**config.mk**
```make
export PLATFORM = sky130hd
export DESIGN_NAME = fc_tile_sequencer
export DESIGN_NICKNAME = d
export VERILOG_FILES = /design/src/rtl/fc_tile_sequencer.sv
export SDC_FILE = /design/constraint.sdc
export NUM_CORES = 1
export LEC_CHECK = 0
export CORE_AREA = 8 8 264 266
export CTS_CLUSTER_SIZE = 40
export DETAILED_ROUTE_END_ITERATION = 12
export DIE_AREA = 0 0 272 274
export GPL_TIMING_DRIVEN = 0
export SETUP_SLACK_MARGIN = 0.1
export SLEW_MARGIN = 20
export SYNTH_ARGS = -nofsm -noshare
export SYNTH_HDL_FRONTEND = slang
export SYNTH_SLANG_ARGS = --single-unit
```
**constraint.sdc**
```tcl
create_clock -name clk -period 1.9 [get_ports clk]
set_input_delay 0.57 -clock clk [delete_from_list [all_inputs] [get_ports clk]]
set_output_delay 0.57 -clock clk [all_outputs]
set_load 0.005 [all_outputs]
```
**src/rtl/fc_tile_sequencer.sv**
```systemverilog
// Tile sequencer for the FC MAC array: clear, then request/launch/await each tile, then return sums.
// Define FC_SEQ_TIMEOUT_EN to compile in the per-tile mac_finish timeout and the ERR state.
module fc_tile_sequencer #(
  parameter int unsigned NUM_TILES      = 4,
  parameter int unsigned NUM_OUTPUTS    = 10,
  parameter int unsigned ACC_WIDTH      = 32,
  parameter int unsigned TIMEOUT_CYCLES = 64,
  parameter int unsigned IDX_W          = 2
) (
  input  logic                             clk,
  input  logic                             rst,
  input  logic                             start,
  output logic                             busy,
  output logic                             tile_req,
  output logic [IDX_W-1:0]                 tile_idx,
  input  logic                             tile_ack,
  output logic                             mac_clr,
  output logic                             mac_valid,
  input  logic                             mac_finish,
  input  logic [ACC_WIDTH*NUM_OUTPUTS-1:0] mac_data_flat,
  output logic [ACC_WIDTH*NUM_OUTPUTS-1:0] result_flat,
  output logic                             result_valid,
  input  logic                             result_ready,
  output logic                             error,
  output logic [31:0]                      perf_cycles
);

  localparam logic [2:0] StIdle  = 3'd0;
  localparam logic [2:0] StClear = 3'd1;
  localparam logic [2:0] StReq   = 3'd2;
  localparam logic [2:0] StIssue = 3'd3;
  localparam logic [2:0] StWait  = 3'd4;
  localparam logic [2:0] StOut   = 3'd5;
  localparam logic [2:0] StErr   = 3'd6;

  localparam logic [IDX_W-1:0] LastTile = IDX_W'(NUM_TILES - 1);

  if (NUM_TILES < 1 || TIMEOUT_CYCLES < 1 || (64'd1 << IDX_W) < 64'(NUM_TILES)) begin : g_bad_cfg
    $error("fc_tile_sequencer: invalid NUM_TILES / TIMEOUT_CYCLES / IDX_W");
  end

  logic [2:0]       state_q, state_d;
  logic [IDX_W-1:0] tile_idx_d;
  logic [31:0]      perf_d;
  logic             timeout;

`ifdef FC_SEQ_TIMEOUT_EN
  localparam int unsigned TmoW = $clog2(TIMEOUT_CYCLES + 1);
  logic [TmoW-1:0] tmo_q;

  always_ff @(posedge clk or negedge rst) begin
    if (!rst) begin
      tmo_q <= '0;
    end else if (state_q == StIssue) begin
      tmo_q <= '0;
    end else if (state_q == StWait && !mac_finish) begin
      tmo_q <= tmo_q + TmoW'(1);
    end
  end

  // Fires on the TIMEOUT_CYCLES-th WAIT cycle without a finish pulse.
  assign timeout = (state_q == StWait) && !mac_finish && (tmo_q == TmoW'(TIMEOUT_CYCLES - 1));
`else
  assign timeout = 1'b0;
`endif

  always_comb begin
    state_d    = state_q;
    tile_idx_d = tile_idx;
    perf_d     = perf_cycles;
    case (state_q)
      StIdle, StErr: begin
        if (start) begin
          state_d    = StClear;
          tile_idx_d = '0;
          perf_d     = '0;
        end
      end
      StClear: state_d = StReq;
      StReq: begin
        if (tile_ack) state_d = StIssue;
      end
      StIssue: state_d = StWait;
      StWait: begin
        if (mac_finish) begin
          if (tile_idx == LastTile) begin
            state_d = StOut;
          end else begin
            tile_idx_d = tile_idx + IDX_W'(1);
            state_d    = StReq;
          end
        end else if (timeout) begin
          state_d = StErr;
        end
      end
      StOut: begin
        if (result_ready) state_d = StIdle;
      end
      default: state_d = StIdle;
    endcase
    // Count CLEAR through the cycle that leaves WAIT; saturate rather than wrap.
    if ((state_q == StClear || state_q == StReq || state_q == StIssue || state_q == StWait) &&
        perf_cycles != 32'hFFFF_FFFF) begin
      perf_d = perf_cycles + 32'd1;
    end
  end

  // Outputs are registered from the next-state decode so they line up with the state register.
  always_ff @(posedge clk or negedge rst) begin
    if (!rst) begin
      state_q      <= StIdle;
      tile_idx     <= '0;
      perf_cycles  <= '0;
      busy         <= 1'b0;
      tile_req     <= 1'b0;
      mac_clr      <= 1'b0;
      mac_valid    <= 1'b0;
      result_valid <= 1'b0;
      error        <= 1'b0;
      result_flat  <= '0;
    end else begin
      state_q      <= state_d;
      tile_idx     <= tile_idx_d;
      perf_cycles  <= perf_d;
      busy         <= (state_d != StIdle) && (state_d != StErr);
      tile_req     <= (state_d == StReq);
      mac_clr      <= (state_d == StClear);
      mac_valid    <= (state_d == StIssue);
      result_valid <= (state_d == StOut);
      error        <= (state_d == StErr);
      if (state_q == StWait && state_d == StOut) begin
        result_flat <= mac_data_flat;
      end
    end
  end

endmodule

```
After elaboration in Yosys (flattened, before gate mapping) --
Index checks and enable logic that the tools add are counted.
Word-level totals: bits in registers 363, input bits 326, output and inout port bits 360, logic and storage cells 56
Cells by class: $add $sub $neg 2, equality and inequality tests 17, mux-type cells 13, reduce and logical (&&, ||, !) cells 14
Operator list (count):
- $mux 32 | 3
- $add 32x1->32 const B | 1
- $ne 32x32->1 const B | 1
- $pmux 3 s6 | 1
- $eq 3x3->1 const B | 5
- $mux 3 | 5
- $eq 3x2->1 const B | 4
- $eq 3x1->1 const B | 2
- $mux 2 | 3
- $ne 2x2->1 const B | 3
- $reduce_bool 2->1 | 3
- $pmux 2 s2 | 1
- $reduce_and 4->1 | 1
- $logic_and 1x1->1 | 3
- $logic_not 3->1 | 1
- $logic_or 1x1->1 | 3
- $ne 3x3->1 const B | 1
- $reduce_bool 3->1 | 1
- $add 2x1->2 const B | 1
- $eq 2x2->1 const B | 1
- $reduce_and 2->1 | 1
- $reduce_or 2->1 | 1

Logic depth before layout (Yosys ltp) --
depth in word-level cells 7, gate-level depth with buffers 8, depth with buffers taken out 6

Least setup slack after synthesis --
OpenSTA, ideal clock, no wires.
kind reg-to-reg, start point register perf_cycles[0], end point register perf_cycles[7], library setup time 0.124 ns, arrival 1.879 ns, data required time 1.776 ns, setup slack -0.103 ns, stages on the path, launching flop included 8, path buffers 1, period minus slack after synthesis 2.003 ns, path through dfrtp_1 > ha_1 > nand3_1 > nor4_4 > a41oi_4 > buf_6 > and3_1 > a211o_1
Between the ends: word-level cells in the longest chain between the ends 4, elaborated cells between the ends (all ways) 7
Ends and longest elaborated chain:
- from (decl) | line 25 | output logic [31:0] perf_cycles
- from (signal assigned) | line 124 | perf_cycles <= perf_d;
- branches (longest 4 deep; another with $add 32x1->32)
Parallel ways; which one is timed is not known. A chain may end at the register's enable or synchronous reset.

Worst setup path in the final report --
start point register perf_cycles[9], end point register perf_cycles[7]
Between the ends: word-level cells in the longest chain between the ends 4, elaborated cells between the ends (all ways) 6
Ends and longest elaborated chain:
- $ne 32x32->1 (*) | line 103 | perf_cycles != 32'hFFFF_FFFF) begin
- $logic_and 1x1->1 (*) | line 102 | if ((state_q == StClear || state_q == StReq || state_q == StIssue || state_q == StWait) &&
- $reduce_bool 2->1 (no line)
- $reduce_and 2->1 (no line)
Mark *: on every way between the ends. The rest lies on a longest branch, timed or not.

==> impl_metrics.yaml <==
die:
  io_pins: 686
  die_x_um: 272
  dieHeight_um: 274
  coreArea_mm2: 0.0653
  rows: 94
  die-area_mm2: 0.0745
  start_util: 0.217
cells_and_area:
  layout_commonest_cell: "dfrtp_1"
  fillers: 6146
  drive_above_1_share: 0.405
  fin_util: 0.392
  nNetsFinal: 2113
  final_cell_mix: "dfrtp_1 (339), clkdlybuf4s50_1 (324), mux2_2 (303), dlygate4sd2_1 (245), clkbuf_2 (84)"
  area_delta_synth_final_pct: 80.7
worst_setup_path:
  critPathMaxFanout: 7
  r2r_slack_ps: -150
  worstSetupPathType: "flop to flop"
  slowest_delay_ps: 360
  crit_path_end_kind: "flop"
  crit_path_frequent_cell: "buf_6"
  critical_path_arrival_ps: 2480
  critPathRequiredTime_ps: 2330
  cpMaxStageDelayCell: "dfrtp_1"
  crit_chain: "buf_6 -> nand4_1 -> nor4_4 -> buf_4 -> a41oi_4 -> buf_6 -> and3_4 -> a211o_1"
  crit_path_start_kind: "flop"
grt:
  grt_overflow_total: 0
  track_usage: 0.149
  grt_max_degree: 94
  use_met3: 0.0480
  antenna_found_initial: 9
  grt_busiest_layer: "met2"
  met1_usage: 0.162
  grtUsageMet2: 0.272
  grt_pass1_wl_um: 84200
  grt_pass1_vias: 12200
route:
  vias: 11400
  totalWireLength_um: 60500
  dr.pass1.iters: 4
  drc: 0
  drtIter0Drc: 463
  wire_per_inst_um: 22.5
  vias_per_cell: 4.25
  ant_nets: 0
synthesis:
  ys_ff_latch: 363
  synth_cell_types: 50
  yosysSeqAreaShare: 0.641
  synth_cells: 924
  synth_area_per_cell_um2: 15.3
  syn-cell-area_mm2: 0.0142
  synth_edf_count: 0
  syn_nets: 1252
  ys_warn_count: 0
  yosys_most_used_dff: "dfrtp_1"
  async_reset_ff_frac: 1.00
outcome:
  status: "finished with violations"
  violations: "setup timing"
clock_tree:
  clock_path_buffers: 3
  cts-buffers-inserted: 44
  clk_latency_ps: 550
  cts_tree: "done"
  cts_root_buf: "clkbuf_16"
  htreeDepth: 2
  clock-sinks: 363
  cts.clk_slew.worst_paths_ps: 60
sta:
  max_slew.worst_pin.slew_ps: 624
  timing.final.ws_setup_ps: -152
  setup_viol: 141
  finalHoldViolCount: 0
  whs_ps: 491
  min_period_ps: 2050
  timing.fmax_mhz: 487
  min_period_over_period: 1.08
  clock_skew_ps: 19.0
  rsz0062_at_grt: "yes"
  relSlewSlack: 0.580
  slew_violations: 0
run:
  max-cap-violations: 0
power_and_ir_drop:
  irDropWorstVdd_v: 0.000964
  powerDensity_mw_per_mm2: 884
  p_leak_nw: 13.6
placed_design:
  dp.final_hpwl_um: 43700
  gp_congestion: 0.841
  io_buffers: 685
  place_ws_ps: -1330
worst_hold_path:
  hold_class: "input port to async pin"
routing by layer:
layer / vias up / share of wire
met2: 470 / 0.53
met3: 106 / 0.075
li1: 5092 / -
met1: 5761 / 0.37
met4: 4 / 0.033
met5: - / 0.00038
kinds of logic after synthesis:
kind of cell,synth area share
AND/OR/NAND/NOR,0.0397
adder cells (fa/ha/maj),0.00177
multiplexers,0.256
flip-flops,0.641
XOR/XNOR,0.00247
buffers and inverters,0.0203
AO/OA/AOI/OAI,0.0386
final cells by class:
class	instances	area, um^2	area share
clock buffers	64	1300	0.0507
inverters	8	30.0	0.00117
clock inverters	15	123	0.00479
plain buffers	44	759	0.0297
multi-input cells	505	5160	0.202
flip-flops and latches	363	9110	0.356
diodes	6	15.0	0.000586
well taps	864	1080	0.0422
repair buffers	819	8020	0.313
cell usage after synthesis, types with 2 or more instances:
| cell type | count | area share |
|---|---|---|
| dfrtp_1 | 363 | 0.64 |
| mux2_2 | 320 | 0.25 |
| buf_2 | 35 | 0.012 |
| a31oi_1 | 32 | 0.014 |
| nand2_1 | 23 | 0.0061 |
| nand3_1 | 16 | 0.0056 |
| a21oi_1 | 13 | 0.0046 |
| o21ai_0 | 12 | 0.0042 |
| inv_1 | 8 | 0.0021 |
| and3_1 | 7 | 0.0031 |
| and4_1 | 7 | 0.0043 |
| clkbuf_1 | 7 | 0.0019 |
| nor2_1 | 7 | 0.0019 |
| a41oi_1 | 5 | 0.0031 |
| and2_1 | 5 | 0.0022 |
| buf_6 | 4 | 0.0032 |
| nand2b_1 | 4 | 0.0018 |
| nand4_1 | 4 | 0.0018 |
| a21o_1 | 3 | 0.0016 |
| mux2i_1 | 3 | 0.0021 |
| nor2b_1 | 3 | 0.0013 |
| nor3_1 | 3 | 0.0011 |
| xnor2_1 | 3 | 0.0019 |
| a211o_1 | 2 | 0.0012 |
| a2bb2oi_1 | 2 | 0.0012 |
| a31o_2 | 2 | 0.0012 |
| ha_1 | 2 | 0.0018 |
| nor4_1 | 2 | 0.00088 |
| nor4_4 | 2 | 0.0030 |
| o21ai_1 | 2 | 0.00071 |
| o22ai_1 | 2 | 0.00088 |
| o31a_1 | 2 | 0.0012 |
| or3_1 | 2 | 0.00088 |
metrics by stage:
stage | setup TNS [ps] | std cells | power, mW | instance area, um^2
4_1_cts | -14610 | 2640 | 21.6 | 25300
2_1_floorplan | 0 | 924 | 10.5 | 14200
3_3_place_gp | -6220880 | 2473 | 13.0 | 22100
6_report | -6270 | 2688 | 22.6 | 25600
3_5_place_dp | -387670 | 2477 | 13.0 | 22300
5_1_grt | -24660 | 2687 | 23.7 | 25600
power by group:
part           leakage [nW]  internal, mW  total [mW]  switching (mW)
Combinational          7.87          3.11        5.79            2.68
Sequential             5.01          8.23        8.62           0.390
Clock                 0.697          4.88        8.23            3.35
worst max-delay path: cells and delay by family, from the launching register on:
family,cells,cell delay [ps]
simple gates,3,600
buf+inv,3,530
flops,1,360
compound gates,2,440
timing repair:
item | 4_1_cts | 5_1_grt
hold buffers | 1 | 0
pin swaps | 6 | 26
resized for setup | 607 | 279
setup endpoints to repair | 714 | 842
hold endpoints to repair | 34 | 0
gates cloned | 29 | 11
setup buffers | 54 | 48
state kept, by name, indices dropped and copies added (netlist names):
name / count
result_flat: 320
perf_cycles: 32
state_q: 3
tile_idx: 2
busy: 1
error: 1
mac_clr: 1
mac_valid: 1
result_valid: 1
tile_req: 1
final timing paths:
path | start | to | cells after the start
max in group asynchronous | rst | result_flat[286] | 4
worst max-delay path | perf_cycles[9] | perf_cycles[7] | 8
worst min register to register | result_flat[84] | result_flat[84] | 1
min in group clk | result_flat[84] | result_flat[84] | 1
worst max register to register | perf_cycles[9] | perf_cycles[7] | 8
worst min-delay path | rst | result_flat[130] | 2
Power figures use the tool's default switching activity.
